File: config.mk
export PLATFORM = sky130hd
export DESIGN_NAME = mul4s_arbiter_flat
export DESIGN_NICKNAME = d
export VERILOG_FILES = /design/src/rtl/mul4s_if.sv /design/src/rtl/mul4s_arbiter.sv /design/src/flat_wrapper.sv
export SDC_FILE = /design/constraint.sdc
export NUM_CORES = 1
export LEC_CHECK = 0
export CAP_MARGIN = 20
export CORE_ASPECT_RATIO = 0.9
export CORE_MARGIN = 5
export CORE_UTILIZATION = 25
export DETAILED_ROUTE_END_ITERATION = 6
export DONT_BUFFER_PORTS = 1
export MAX_ROUTING_LAYER = met4
export PLACE_DENSITY = 0.37
export SYNTH_ARGS = -nofsm -noshare
export SYNTH_HDL_FRONTEND = slang
export SYNTH_SLANG_ARGS = --single-unit
File: constraint.sdc
create_clock -name clk -period 2.7 [get_ports clk]
set_input_delay 0.675 -clock clk [delete_from_list [all_inputs] [get_ports clk]]
set_output_delay 0.675 -clock clk [all_outputs]
set_load 0.01 [all_outputs]
File: src/rtl/mul4s_if.sv
// mul4s_if: request, grant and result bundle between two requesters, a consumer and the shared-multiplier arbiter
interface mul4s_if;
    logic       req0, req1;
    logic [3:0] a0, b0, a1, b1;
    logic       gnt0, gnt1;
    logic       res_valid, res_id, res_ready, busy;
    logic [7:0] res;
    modport master (output req0, a0, b0, req1, a1, b1, res_ready,
                    input  gnt0, gnt1, res_valid, res, res_id, busy);
    modport slave  (input  req0, a0, b0, req1, a1, b1, res_ready,
                    output gnt0, gnt1, res_valid, res, res_id, busy);
endinterface

File: src/rtl/mul4s_arbiter.sv
// mul4s_arbiter: round-robin sharing of one 4x4 signed array multiplier between two requesters
module mul4s_arbiter #(
    parameter bit RESET_PTR = 1'b0
) (
    input logic   clk,
    input logic   rst_n,
    mul4s_if.slave bus
);
    typedef enum logic [1:0] {IDLE, MUL, RESP} state_t;
    state_t     state, state_nx;
    logic       ptr, sel, win, cap, acc;
    logic [3:0] opa, opb;
    logic [7:0] ax, prod;

    always_ff @(posedge clk or negedge rst_n)
        if (!rst_n) state <= IDLE;
        else        state <= state_nx;

    always_comb
        state_nx = state == IDLE ? ((bus.req0 || bus.req1) ? MUL : IDLE) :
                   state == MUL  ? RESP :
                   (bus.res_ready ? IDLE : RESP);

    always_comb begin
        sel = (bus.req0 && bus.req1) ? ptr : bus.req1;
        win = state == IDLE && (bus.req0 || bus.req1);
        cap = state == MUL;
        acc = state == RESP && bus.res_ready;
    end

    // top partial product carries weight -8, so it is subtracted
    always_comb begin
        ax   = {{4{opa[3]}}, opa};
        prod = (opb[0] ? ax : 8'h00) + (opb[1] ? ax << 1 : 8'h00)
             + (opb[2] ? ax << 2 : 8'h00) - (opb[3] ? ax << 3 : 8'h00);
    end

    always_ff @(posedge clk or negedge rst_n)
        if (!rst_n) begin
            ptr           <= RESET_PTR;
            opa           <= 4'h0;
            opb           <= 4'h0;
            bus.gnt0      <= 1'b0;
            bus.gnt1      <= 1'b0;
            bus.busy      <= 1'b0;
            bus.res       <= 8'h00;
            bus.res_id    <= 1'b0;
            bus.res_valid <= 1'b0;
        end else begin
            bus.gnt0      <= win && !sel;
            bus.gnt1      <= win && sel;
            bus.busy      <= state_nx != IDLE;
            bus.res_valid <= cap || (bus.res_valid && !acc);
            if (win) begin
                opa        <= sel ? bus.a1 : bus.a0;
                opb        <= sel ? bus.b1 : bus.b0;
                bus.res_id <= sel;
                ptr        <= !sel;
            end
            if (cap) bus.res <= prod;
        end
endmodule

File: src/flat_wrapper.sv
// flat-port wrapper written by rule: the top's interface ports become plain ports
module mul4s_arbiter_flat 
#(
    parameter bit RESET_PTR = 1'b0
)
  (clk, rst_n, bus_req0, bus_a0, bus_b0, bus_req1, bus_a1, bus_b1, bus_res_ready, bus_gnt0, bus_gnt1, bus_res_valid, bus_res, bus_res_id, bus_busy);
  mul4s_if bus_i ();
  input logic clk;
  input logic rst_n;
  input wire logic [$bits(bus_i.req0)-1:0] bus_req0;
  input wire logic [$bits(bus_i.a0)-1:0] bus_a0;
  input wire logic [$bits(bus_i.b0)-1:0] bus_b0;
  input wire logic [$bits(bus_i.req1)-1:0] bus_req1;
  input wire logic [$bits(bus_i.a1)-1:0] bus_a1;
  input wire logic [$bits(bus_i.b1)-1:0] bus_b1;
  input wire logic [$bits(bus_i.res_ready)-1:0] bus_res_ready;
  output wire logic [$bits(bus_i.gnt0)-1:0] bus_gnt0;
  output wire logic [$bits(bus_i.gnt1)-1:0] bus_gnt1;
  output wire logic [$bits(bus_i.res_valid)-1:0] bus_res_valid;
  output wire logic [$bits(bus_i.res)-1:0] bus_res;
  output wire logic [$bits(bus_i.res_id)-1:0] bus_res_id;
  output wire logic [$bits(bus_i.busy)-1:0] bus_busy;
  assign bus_i.req0 = bus_req0;
  assign bus_i.a0 = bus_a0;
  assign bus_i.b0 = bus_b0;
  assign bus_i.req1 = bus_req1;
  assign bus_i.a1 = bus_a1;
  assign bus_i.b1 = bus_b1;
  assign bus_i.res_ready = bus_res_ready;
  assign bus_gnt0 = bus_i.gnt0;
  assign bus_gnt1 = bus_i.gnt1;
  assign bus_res_valid = bus_i.res_valid;
  assign bus_res = bus_i.res;
  assign bus_res_id = bus_i.res_id;
  assign bus_busy = bus_i.busy;
  mul4s_arbiter #(.RESET_PTR(RESET_PTR)) u_core (.clk(clk), .rst_n(rst_n), .bus(bus_i));
endmodule
==> metrics.md <==
| Metric | Value |
|---|---|
| Critical path class | reg -> reg |
| Largest net degree at the start of global routing | 25 |
| Largest cells by area after synthesis | dfrtp_1 42%, fa_1 14%, ha_1 6.1% |
| Final Max Tran Viols | 0 |
| Fin cells | 220 |
| Async SR Flop Fraction | 1.000 |
| CTS buffer count | 3 |
| Share of the synthesized area in the top cell type | 0.4156 |
| CP required | 2.84 ns |
| Final HPWL DP | 2.400 mm |
| CP top delay family | adder cells |
| Reg2reg end | u_core.bus.res[6] |
| Via count | 936 |
| Clock Latency Late Sink | 0.27 ns |
| Ant diodes | 0 |
| First-pass GRT wire length | 5.188 mm |
| DIE HEIGHT | 82.13 um |
| Critical path peak fanout | 2 |
| H-Tree Depth | 1 |
| Core ar. | 5660 sq um |
| Fillers | 603 |
| Gpl congestion | 0.7394 |
| Slew of the pin with the lowest slew margin | 0.4745 ns |
| Syn_nets | 178 |
| Die area | 7403 sq um |
| DR vias/cell | 4.255 |
| Grt ovf | 0 |
| Cells along the critical path | and2_4, fa_1, inv_1, fa_1, inv_1, fa_2, nor2b_1, o21ai_1, a21boi_0, o31ai_1 |
| DRT antenna net count | 0 |
| Crit Reg-Reg Startpoint | u_core.opa[0] |
| Minimum clock period | 2.649 ns |
| Hold Fails Final Rpt | 0 |
| Main synth FF type | dfrtp_1 |
| Seq cells post-synth | 24 |
| GRT Overall Usage | 0.08956 |
| Slowest cell on crit path | fa_1 |
| Layout cell share with drive strength beyond 1 | 0.1733 |
| Final WL | 2.896 mm |
| Count of cell types in the netlist | 30 |
| Root Buffer | clkbuf_8 |
| Outcome | finished, final reports clean |
| Setup WS pre-CTS | -0.04522 ns |
| Cells on worst reg2reg path | 10 |
| Cell Area, Placed | 1587 sq um |
| # port buffers | 0 |
| Critical Path End Type | register |
| Synthesis warning total | 0 |
| Post-synth EDFFs | 0 |
| Die Wd | 90.14 um |
| CP max stage delay | 0.53 ns |
| Synthesized instance count | 140 |
| Area Growth Syn to Fin | 17.14% |
| Finished Cell Area | 1693 sq um |
| Fmax | 377.5 MHz |
| Clock Path Buffers | 2 |
| Tightest Hold Check Type | in -> async |
| CP startpoint kind | register |
| Setup bufs post-CTS | 0 |
| Final setup viols | 0 |
| Vias in the first global route | 1091 |
| WL/cell | 13.16 um |
| Setup slack, reg-to-reg | 0.05 ns |
| CTS tree | yes |
| Most frequent cell after synthesis | dfrtp_1 |
| Worst Clk Skew | 0.003877 ns |
| Initial Util | 0.2553 |
| Hold buffer count at CTS | 0 |
| Register area share after synthesis | 0.4156 |
| Placed cells | 216 |
| 1st-iter DRT viols | 39 |
| Crit path DAT | 2.79 ns |
| Post-layout net count | 189 |
| Num rows | 26 |
| Cell area after synthesis | 1445 sq um |
| Synth cell count leaders | 24 x dfrtp_1, 23 x inv_1, 23 x nand2_1 |
| Area leader, netlist | dfrtp_1 |
| # Max-Cap Violations | 0 |
| Top Ports | 34 |
| Residual DRC | 0 |
| Worst Path Buf+Inv | 2 |
| Initial antenna violation count | 0 |
| Worst setup margin | 0.05076 ns |
| Avg Cell Area, Syn | 10.32 sq um |
| Clock Pin Slew Worst Setup and Hold Paths | 0.09 ns |
| RSZ-0062 raised after global routing | true |
| DR pass1 iterations | 6 |
| CTS Sinks | 24 |
| Final period util | 0.9812 |
| Max transition margin | 0.6836 |
cell type report:
class,instances,area (sq um),share of cell area
sequential,24,600.6,0.3548
tap,70,87.58,0.05174
multi-input combinational,88,768.2,0.4538
clock inverter,1,30.03,0.01774
timing repair buffer,10,75.07,0.04435
clock buffer,3,41.29,0.02439
inverter,24,90.09,0.05322
layer usage:
layer  up-vias  share of wire  GRT usage
met5         -              0          -
met4         0         0.0086    0.01786
met3         4          0.083    0.03170
met2        34           0.38     0.1301
met1       413           0.53     0.1212
li1        485              -          -
through the flow:
step / hold slack, ns / TNS [ns] / util
3_3_place_gp: 0.3802 / -0.02207 / 0.2803
2_1_floorplan: 0.3794 / 0 / -
3_5_place_dp: 0.3801 / -0.05586 / 0.2803
6_report: 0.09001 / 0 / 0.2991
5_1_grt: 0.06106 / -0.2237 / 0.2991
4_1_cts: 0.07413 / 0 / 0.2935
sequential cells by signal, summed over array words and instances, names as in the netlist:
signal and cells:
u_core.bus.gnt0 1, u_core.bus.res_valid 1, u_core.ptr 1, u_core.bus.res 8, u_core.bus.gnt1 1, u_core.state 2, u_core.opb 4, u_core.opa 4
u_core.bus.res_id 1, u_core.bus.busy 1
cell usage in the layout (no fill, tap or decap):
cell and n:
dfrtp_1 24, inv_1 23, nand2_1 22, buf_4 10
fa_1 9, a222oi_1 8, o21ai_0 5, ha_1 5
and2_1 3, a21oi_1 3, a21o_1 3, clkbuf_8 3
nand2_2 2, and3_1 2, nand2b_1 2, nor2b_1 2
nand3_1 2, a21oi_2 2, xor2_1 2, ha_4 2
inv_2 1, nor2_1 1, or2_2 1, nand4_1 1
xnor2_1 1, xnor3_1 1, a31oi_1 1, and4_4 1
o31ai_2 1, o21ai_1 1, a21boi_0 1, nor3b_1 1
o31ai_1 1, and2_4 1, fa_2 1, bufinv_16 1
worst max-delay path by stage:
stage,end,start,slack [ns],cells after the start
after CTS,u_core.bus.res[7],u_core.opb[3],0.004,9
after global routing,u_core.bus.res[6],u_core.opa[1],-0.1,9
final,u_core.bus.res[6],u_core.opa[0],0.05,10
after detailed placement,u_core.bus.res[6],u_core.opa[0],-0.05,10
after global placement,u_core.bus.res[6],u_core.opa[0],-0.02,10
after floorplan,u_core.bus.res[6],u_core.opa[0],0.006,10
cells by family after synthesis:
family | count (synthesis) | share of synthesized area
AOI/OAI and AO/OA | 26 | 0.1325
xor gates and xnor gates | 4 | 0.03377
adders and majority gates | 17 | 0.1991
buffers and inverters | 28 | 0.08051
DFF | 24 | 0.4156
and+or+nand+nor | 41 | 0.1385
repair_timing:
item	CTS	global route
gates cloned	0	0
endpoints found under the hold margin	0	0
resized for setup	2	4
setup endpoints to repair	2	3
pin swaps	3	5
worst reg2reg max path: stages (launching register included):
cell and delay, ns:
dfrtp_1 0.38, and2_4 0.16, fa_1 0.53, inv_1 0.05, fa_1 0.52, inv_1 0.06, fa_2 0.34, nor2b_1 0.12
o21ai_1 0.08, a21boi_0 0.19, o31ai_1 0.09
Power is not shown: default switching activity piles up to over one toggle a cycle in this logic, so the estimate is an artifact.
